File: src/rtl/maple_in_pkg.sv
// Shared types and protocol constants for the Maple bus receiver.
package maple_in_pkg;

  typedef enum logic [2:0] {
    ST_IDLE,
    ST_WAIT_START,
    ST_START,
    ST_DATA,
    ST_END
  } state_e;

  localparam int START_CLOCKS = 4;
  localparam int END_CLOCKS   = 2;
  localparam int BYTE_BITS    = 8;

endpackage

File: src/rtl/maple_sync_edge.sv
// Two-flop synchronizer for one idle-high Maple line plus rise/fall detect.
module maple_sync_edge (
  input  logic clk,
  input  logic rst,
  input  logic din,
  output logic lvl,
  output logic rise,
  output logic fall
);

  logic s1_q, s2_q, prev_q;

  always_ff @(posedge clk or posedge rst) begin
    if (rst) begin
      s1_q   <= 1'b1;
      s2_q   <= 1'b1;
      prev_q <= 1'b1;
    end else begin
      s1_q   <= din;
      s2_q   <= s1_q;
      prev_q <= s2_q;
    end
  end

  assign lvl  = s2_q;
  assign rise = ~prev_q & s2_q;
  assign fall = prev_q & ~s2_q;

endmodule

File: src/rtl/maple_in.sv
// Maple bus packet receiver: start/end pattern detection and byte assembly
// from the two alternating clock/data lines.
module maple_in
  import maple_in_pkg::*;
(
  input  logic       clk,
  input  logic       rst,
  input  logic       pin1,
  input  logic       pin5,
  input  logic       oe,
  input  logic       trigger_start,
  input  logic       trigger_end,
  output logic       active,
  output logic       start_detected,
  output logic       end_detected,
  output logic [7:0] fifo_data,
  output logic       data_produce
);

  logic [1:0] lvl, rise, fall;

  maple_sync_edge u_sync [1:0] (
    .clk  (clk),
    .rst  (rst),
    .din  ({pin5, pin1}),
    .lvl  (lvl),
    .rise (rise),
    .fall (fall)
  );

  logic p1_lvl, p5_lvl, p1_rise, p5_rise, p1_fall, p5_fall;
  assign {p5_lvl, p1_lvl}   = lvl;
  assign {p5_rise, p1_rise} = rise;
  assign {p5_fall, p1_fall} = fall;

  state_e                 state_q, state_d;
  logic                   active_q, active_d;
  logic                   start_q, start_d, end_q, end_d, prod_q, prod_d;
  logic [7:0]             fifo_q, fifo_d;
  logic [BYTE_BITS-2:0]   shift_q, shift_d;
  logic [2:0]             bit_cnt_q, bit_cnt_d;
  logic [2:0]             clk_cnt_q, clk_cnt_d;
  logic [1:0]             end_cnt_q, end_cnt_d;
  logic                   phase_b_q, phase_b_d;
  logic                   take, bit_in;

  always_comb begin
    state_d   = state_q;
    start_d   = 1'b0;
    end_d     = 1'b0;
    prod_d    = 1'b0;
    fifo_d    = fifo_q;
    shift_d   = shift_q;
    bit_cnt_d = bit_cnt_q;
    clk_cnt_d = clk_cnt_q;
    end_cnt_d = end_cnt_q;
    phase_b_d = phase_b_q;
    take      = 1'b0;
    bit_in    = 1'b0;

    case (state_q)
      ST_IDLE: if (trigger_start) state_d = ST_WAIT_START;
      ST_WAIT_START: begin
        if (p1_fall && p5_lvl) begin
          state_d   = ST_START;
          clk_cnt_d = '0;
        end
      end
      ST_START: begin
        if (p5_fall && !p1_lvl && clk_cnt_q != 3'd7) clk_cnt_d = clk_cnt_q + 3'd1;
        if (p1_rise) begin
          if (clk_cnt_q >= 3'(START_CLOCKS)) begin
            start_d   = 1'b1;
            state_d   = ST_DATA;
            bit_cnt_d = '0;
            end_cnt_d = '0;
            phase_b_d = 1'b0;
          end else begin
            state_d = ST_WAIT_START;
          end
        end
      end
      ST_DATA: begin
        // A run of pin1 falls with pin5 low and no pin5 fall between them is
        // the end marker; the partial byte is simply abandoned.
        if (p1_fall) begin
          if (!p5_lvl && end_cnt_q == 2'(END_CLOCKS - 1)) begin
            state_d = ST_END;
          end else begin
            end_cnt_d = p5_lvl ? 2'd0 : end_cnt_q + 2'd1;
            if (!phase_b_q) begin
              take   = 1'b1;
              bit_in = p5_lvl;
            end
          end
        end
        if (p5_fall) begin
          end_cnt_d = '0;
          if (phase_b_q) begin
            take   = 1'b1;
            bit_in = p1_lvl;
          end
        end
        if (take) begin
          shift_d   = {shift_q[BYTE_BITS-3:0], bit_in};
          phase_b_d = ~phase_b_q;
          if (bit_cnt_q == 3'(BYTE_BITS - 1)) begin
            fifo_d    = {shift_q, bit_in};
            prod_d    = 1'b1;
            bit_cnt_d = '0;
          end else begin
            bit_cnt_d = bit_cnt_q + 3'd1;
          end
        end
      end
      ST_END: begin
        if (p5_rise) begin
          end_d   = 1'b1;
          state_d = ST_IDLE;
        end
      end
      default: state_d = ST_IDLE;
    endcase

    active_d = (state_d != ST_IDLE);

    if (oe || trigger_end) begin
      state_d  = ST_IDLE;
      active_d = 1'b0;
      start_d  = 1'b0;
      end_d    = 1'b0;
      prod_d   = 1'b0;
      fifo_d   = fifo_q;
    end
  end

  always_ff @(posedge clk or posedge rst) begin
    if (rst) begin
      state_q   <= ST_IDLE;
      active_q  <= 1'b0;
      start_q   <= 1'b0;
      end_q     <= 1'b0;
      prod_q    <= 1'b0;
      fifo_q    <= '0;
      shift_q   <= '0;
      bit_cnt_q <= '0;
      clk_cnt_q <= '0;
      end_cnt_q <= '0;
      phase_b_q <= 1'b0;
    end else begin
      state_q   <= state_d;
      active_q  <= active_d;
      start_q   <= start_d;
      end_q     <= end_d;
      prod_q    <= prod_d;
      fifo_q    <= fifo_d;
      shift_q   <= shift_d;
      bit_cnt_q <= bit_cnt_d;
      clk_cnt_q <= clk_cnt_d;
      end_cnt_q <= end_cnt_d;
      phase_b_q <= phase_b_d;
    end
  end

  assign active         = active_q;
  assign start_detected = start_q;
  assign end_detected   = end_q;
  assign data_produce   = prod_q;
  assign fifo_data      = fifo_q;

endmodule

File: config.mk
export PLATFORM = sky130hd
export DESIGN_NAME = maple_in
export DESIGN_NICKNAME = d
export VERILOG_FILES = /design/src/rtl/maple_in_pkg.sv /design/src/rtl/maple_sync_edge.sv /design/src/rtl/maple_in.sv
export SDC_FILE = /design/constraint.sdc
export NUM_CORES = 1
export LEC_CHECK = 0
export CAP_MARGIN = 10
export CORE_AREA = 2 2 47 71
export CTS_CLUSTER_DIAMETER = 150
export CTS_CLUSTER_SIZE = 20
export DETAILED_ROUTE_END_ITERATION = 8
export DIE_AREA = 0 0 49 73
export GPL_TIMING_DRIVEN = 0
export PLACE_DENSITY = 0.88
export RECOVER_POWER = 25
export REMOVE_ABC_BUFFERS = 1
export SYNTH_ARGS = -nofsm -noshare
export SYNTH_HDL_FRONTEND = slang
export SYNTH_SLANG_ARGS = --single-unit
File: constraint.sdc
create_clock -name clk -period 4.6 [get_ports clk]
set_input_delay 1.38 -clock clk [delete_from_list [all_inputs] [get_ports clk]]
set_output_delay 1.38 -clock clk [all_outputs]
set_load 0.05 [all_outputs]
==> results of run 1 <==
==> sequential cells by signal (all words and copies together) (netlist names) <==
signal / flops
phase_b_q: 1
clk_cnt_q: 3
bit_cnt_q: 3
start_detected: 1
u_sync.s1_q: 2
end_cnt_q: 2
end_detected: 1
u_sync.prev_q: 2
shift_q: 7
active: 1
fifo_data: 8
state_q: 3
u_sync.lvl: 2
data_produce: 1
==> placed cells by master, fill, tap and decap left out, drive strengths merged <==
master	n
o21ai	8
a22o	1
clkbuf	6
clkinv	2
dfrtp	31
nand3	8
or4b	1
a31oi	2
nor4	2
nand2b	4
dfstp	6
clkdlybuf4s50	15
a21oi	1
nor3	1
or3	1
inv	6
mux2	17
or4	1
o22ai	1
ha	6
and3b	1
a21boi	2
nor4b	1
o31ai	2
dlygate4sd3	3
mux2i	1
nand2	7
nor3b	2
buf	1
and2	3
nand3b	3
nor2b	3
a32oi	1
nor2	3
==> worst reg2reg max path, cell delays in order, from the launching register on <==
cell and delay (ps):
dfrtp_1 440, nor3b_1 610, nand3_1 340, o21ai_0 250, mux2_2 390
==> power breakdown <==
| group | total, mW | leakage, nW | switching, mW | internal (mW) |
|---|---|---|---|---|
| clock | 0.210 | 0.0450 | 0.105 | 0.105 |
| sequential | 0.336 | 0.494 | 0.00464 | 0.331 |
| combinational | 0.0257 | 0.346 | 0.0140 | 0.0117 |
==> per-layer routing <==
layer / track usage / vias up
met4: 0.121 / 0
met2: 0.303 / 30
met1: 0.216 / 523
met3: 0.0553 / 11
met5: 0 / -
li1: - / 504
==> final cells by class <==
cell class	count	area, um^2
Tap cell	40	50.0
Fill cell	254	1090
Multi-Input combinational cell	83	648
Clock buffer	6	72.6
Timing Repair Buffer	19	208
Sequential cell	37	933
Clock inverter	2	10.0
Inverter	6	22.5
==> cells by family after synthesis <==
logic type	synth area share
mux	0.123
compound gates	0.0810
buf+inv	0.0214
simple gates	0.159
fa+ha+maj	0.0458
flops	0.570
==> how the worst min path moves through the flow <==
stage / startpoint / end / slack [ps] / cells after the start
3_5_place_dp: u_sync[0].s1_q / u_sync[0].lvl / 350 / 0
4_1_cts: u_sync[0].s1_q / u_sync[0].lvl / 360 / 0
3_3_place_gp: u_sync[1].s1_q / u_sync[1].lvl / 350 / 0
6_report: u_sync[0].s1_q / u_sync[0].lvl / 360 / 0
5_1_grt: u_sync[1].s1_q / u_sync[1].lvl / 370 / 0
2_1_floorplan: u_sync[0].s1_q / u_sync[0].lvl / 350 / 0
==> out/qor.csv, run 1 <==
metric,value,unit
ir_drop,0.292,mV
path_class,reg -> out,
drt_iter0_markers,13,
h-tree-depth,2,
ys_seq_elements,37,
worstPathRequired,3220,ps
cp-start-kind,register,
yosysTopAreaCellShare,0.474,
tritoncts,built,
final_area,1940,um^2
num_rows,25,
syn_area,1640,um^2
syn_inst,128,
antenna_cells,0,
crit_path_start,fifo_data[5],
post_cts_resized,0,
grt_max_degree,26,
maxCapViolations,0,
setup_tns,0,ps
cp-endpoint,fifo_data[5],
cts_setup_buffers,0,
wl,2880,um
portBuffers,18,
yosysTopAreaCell,dfrtp_1,
worstReg2RegStart,state_q[0],
cp_num_buf_inv,1,
setup_viol,0,
fin_util,0.641,
cp_top_family,buffers and inverters,
drcViolationCount,0,
max_slew_margin,0.544,
drv_slew,0,
cts_hold_buffers,0,
dp_slack,1640,ps
ff2ff_path_depth,4,
cts_sinks,37,
top_layer,met4,
antenna_found_initial,0,
synth_common_cells,"dfrtp_1 (31), mux2_2 (17), nand2_1 (7), nand3_1 (7)",
p_per_area,294,nW/um^2
via_count,1068,
grt_pass1_vias,1143,
ys_warn_count,0,
fin_crit,2840,ps
area_growth,18.7,%
dp.cells,185,
leakage,0.885,nW
rrSetupSlack,2460,ps
die_h,73,um
finalCritPeriodShare,0.618,
critical-path-max-stage-delay,820,ps
drt-vias-per-instance,5.53,
dp_hpwl,2080,um
hold_violations,0,
avgRoutedWirePerCell,14.9,um
ys_types,37,
cts_buffers,5,
ys_seq_area_frac,0.570,
ys_async_sr_fraction,1.00,
die_w,49,um
crit_chain,clkdlybuf4s50_1,
io_pins,19,
finalHoldWorstSlack,362,ps
r2r_end,end_cnt_q[0],
crit_slowest_cell,clkdlybuf4s50_1,
worst_slack,1760,ps
grt_usage,0.187,
rsz0062_at_grt,no,
grt_pass1_wl,4960,um
antenna_left,0,
clock_latency,280,ps
drive_gt1_frac,0.222,
wl_met1,1170,um
syn_area_per_cell,12.8,um^2
synth_edf_count,0,
worstPathArrival,1460,ps
power,0.572,mW
grt-ovfl-total,0,
path_clk_slew,70,ps
wl_met3,119,um
fin_skew,6.90,ps
dpl_cell_area,1880,um^2
critical_path_depth,1,
nets,165,
drt_pass1_iterations,2,
layout.cells.non_filler,193,
status,"complete, no violations",
fmax,0.352,GHz
cp-end-kind,output pin,
cp_max_fo,2,
dr_wl_met2,1510,um
start_util,0.540,
synthTopCellsByArea,"dfrtp_1 (47%), mux2_2 (12%), dfstp_2 (9.6%)",
synth.most_common_cell,dfrtp_1,
globalplace.congestion,0.931,
core,3030,um^2
tightest_slew,682,ps
root_buffer,clkbuf_8,
dieArea,3580,um^2
synth_flop_cell,dfrtp_1,
hold_class,reg -> reg,
cts_buffer_depth,2,
(Power assumes the default switching activity.)
==> run 2: changes to the inputs <==
--- a/config.mk
+++ b/config.mk
@@ -6,13 +6,13 @@
 export NUM_CORES = 1
 export LEC_CHECK = 0
 export CAP_MARGIN = 10
-export CORE_AREA = 2 2 47 71
+export CORE_AREA = 2 2 48 73
 export CTS_CLUSTER_DIAMETER = 150
 export CTS_CLUSTER_SIZE = 20
 export DETAILED_ROUTE_END_ITERATION = 8
-export DIE_AREA = 0 0 49 73
+export DIE_AREA = 0 0 50 75
 export GPL_TIMING_DRIVEN = 0
-export PLACE_DENSITY = 0.88
+export PLACE_DENSITY = 0.84
 export RECOVER_POWER = 25
 export REMOVE_ABC_BUFFERS = 1
 export SYNTH_ARGS = -nofsm -noshare
==> constraint.sdc (replaced) <==
create_clock -name clk -period 2.95 [get_ports clk]
set_input_delay 0.885 -clock clk [delete_from_list [all_inputs] [get_ports clk]]
set_output_delay 0.885 -clock clk [all_outputs]
set_load 0.05 [all_outputs]
==> run 2 against run 1 <==
Net effect: worst hold slack about the same; combinational power up 56%; cell count unchanged; sequential power up 56%; setup slack worse by 1200 ps; largest power group unchanged; highest routed layer unchanged.
==> out/qor.csv, run 2 (same netlist as run 1, synthesis figures left out) <==
metric,value,unit,change
cp-start-kind,register,,unchanged
critical-path-max-stage-delay,820,ps,about the same
use_met1,0.183,,was 0.216
grtUsageMet2,0.303,,about the same
r2r_end,shift_q[0],,was end_cnt_q[0]
setup_viol,0,,unchanged
p_sw,0.206,mW,was 0.124 mW
worstPathArrival,1470,ps,was 1460 ps
cts_sinks,37,,unchanged
grt_usage,0.177,,was 0.187
grt.busiest_layer,met2,,unchanged
hold_class,reg -> reg,,unchanged
drt_pass1_iterations,4,,was 2
drive_gt1_frac,0.255,,was 0.222
drv_slew,0,,unchanged
finalHoldWorstSlack,362,ps,about the same
grt_pass1_vias,1140,,was 1143
die_h,75,um,was 73 um
antenna_cells,0,,unchanged
leakage,0.906,nW,was 0.885 nW
largest_reg_flops,8,,unchanged
setup_tns,0,ps,unchanged
cts_hold_buffers,0,,unchanged
p_comb_frac,0.040,,was 0.045
grt_max_degree,23,,was 26
start_util,0.529,,was 0.540
clock_latency,290,ps,was 280 ps
holdPathStages,0,,unchanged
root_buffer,clkbuf_8,,unchanged
post_cts_resized,0,,unchanged
maxCapViolations,0,,unchanged
fmax,0.425,GHz,
cp-end-kind,output pin,,unchanged
worstReg2RegStart,u_sync[1].lvl,,was state_q[0]
globalplace.congestion,0.855,,was 0.931
path_clk_slew,70,ps,about the same
h-tree-depth,2,,unchanged
cts_buffer_depth,2,,unchanged
core,3100,um^2,was 3030 um^2
wl,2760,um,was 2880 um
fin_crit,2360,ps,
dp_hpwl,2050,um,was 2080 um
dpl_cell_area,1880,um^2,unchanged
ff2ff_path_depth,4,,unchanged
dieArea,3750,um^2,was 3580 um^2
p_int,0.809,mW,was 0.448 mW
use_met3,0.0437,,was 0.0553
via_count,1058,,was 1068
worst_hold_path.endpoint,u_sync[1].lvl,,was u_sync[0].lvl
cp_top_family,buffers and inverters,,unchanged
drt-vias-per-instance,5.48,,was 5.53
rsz0062_at_grt,no,,unchanged
path_class,reg -> out,,unchanged
fin_skew,4.73,ps,was 6.90 ps
pwr-share-clk,0.445,,was 0.368
p_per_area,507,nW/um^2,was 294 nW/um^2
grt-ovfl-total,0,,unchanged
hold_path.startpoint,u_sync[1].s1_q,,was u_sync[0].s1_q
crit_chain,clkdlybuf4s50_1,,unchanged
area_growth,22.3,%,was 18.7%
seqPwrFrac,0.516,,was 0.587
tritoncts,built,,unchanged
avgRoutedWirePerCell,14.3,um,was 14.9 um
status,"complete, no violations",,unchanged
power,1.02,mW,was 0.572 mW
grt_pass1_wl,4790,um,was 4960 um
finalCritPeriodShare,0.799,,
cts_setup_buffers,0,,unchanged
final_area,2000,um^2,was 1940 um^2
max_slew_margin,0.571,,was 0.544
hold_violations,0,,unchanged
switching_share,0.203,,was 0.217
fin_util,0.647,,was 0.641
ir_drop,0.400,mV,was 0.292 mV
drt_iter0_markers,10,,was 13
drcViolationCount,0,,unchanged
worstPathRequired,2070,ps,was 3220 ps
final_cell_mix,"dfrtp_1 (31), mux2_2 (17), clkdlybuf4s50_1 (15), nand3_1 (7), nand2_1 (7)",,"was dfrtp_1 (31), mux2_2 (17), clkdlybuf4s50_1 (15)"
portBuffers,18,,unchanged
antenna_left,0,,unchanged
crit_slowest_cell,clkdlybuf4s50_1,,unchanged
final_common_cell,dfrtp_1,,unchanged
cp_num_buf_inv,1,,unchanged
die_w,50,um,was 49 um
nets,165,,unchanged
num_rows,25,,unchanged
cts_buffers,5,,unchanged
antenna_found_initial,0,,unchanged
tightest_slew,643,ps,was 682 ps
cp_max_fo,2,,unchanged
rrSetupSlack,880,ps,was 2460 ps
io_pins,19,,unchanged
-- run 2: power by group through the flow --
stage          Combinational [mW]  Sequential (mW)  Clock [mW]
2_1_floorplan              0.0206            0.534           0
3_3_place_gp               0.0366            0.533           0
3_5_place_dp               0.0416            0.534           0
4_1_cts                    0.0419            0.524       0.466
5_1_grt                    0.0455            0.524       0.484
6_report                   0.0402            0.524       0.451
-- run 2: worst reg2reg max path: cells and delay by family, from the launching register on --
family          cells  cell delay, ps
simple gates        2             590
mux                 1             390
flops               1             670
compound gates      1             310
-- run 2: per-layer routing --
metal  part of all wire  vias up
met2               0.54       29
met3              0.041        9
met5                  0        -
li1                   -      506
met1               0.39      514
met4              0.032        0
-- run 2: area by class of cell --
class                   count  area (um^2)
clock buffers               6         82.6
clock inverters             2         37.5
fillers                   238         1090
inverters                   6         22.5
multi-input cells          83          669
flip-flops and latches     37          933
well taps                  40         50.0
repair buffers             19          208
-- run 2: stage by stage --
step	instances	setup WS, ps
floorplan	126	1090
global placement	184	496
detailed placement	185	465
CTS	193	588
global route	193	555
finish	193	594
-- run 2: worst max path at each step --
stage / startpoint / to / slack, ps / cells past startpoint
3_3_place_gp: trigger_end / fifo_data[0] / 500 / 6
4_1_cts: fifo_data[0] / fifo_data[0] / 590 / 1
3_5_place_dp: trigger_end / fifo_data[0] / 470 / 6
2_1_floorplan: trigger_end / fifo_data[0] / 1090 / 5
5_1_grt: fifo_data[0] / fifo_data[0] / 550 / 1
6_report: fifo_data[0] / fifo_data[0] / 590 / 1
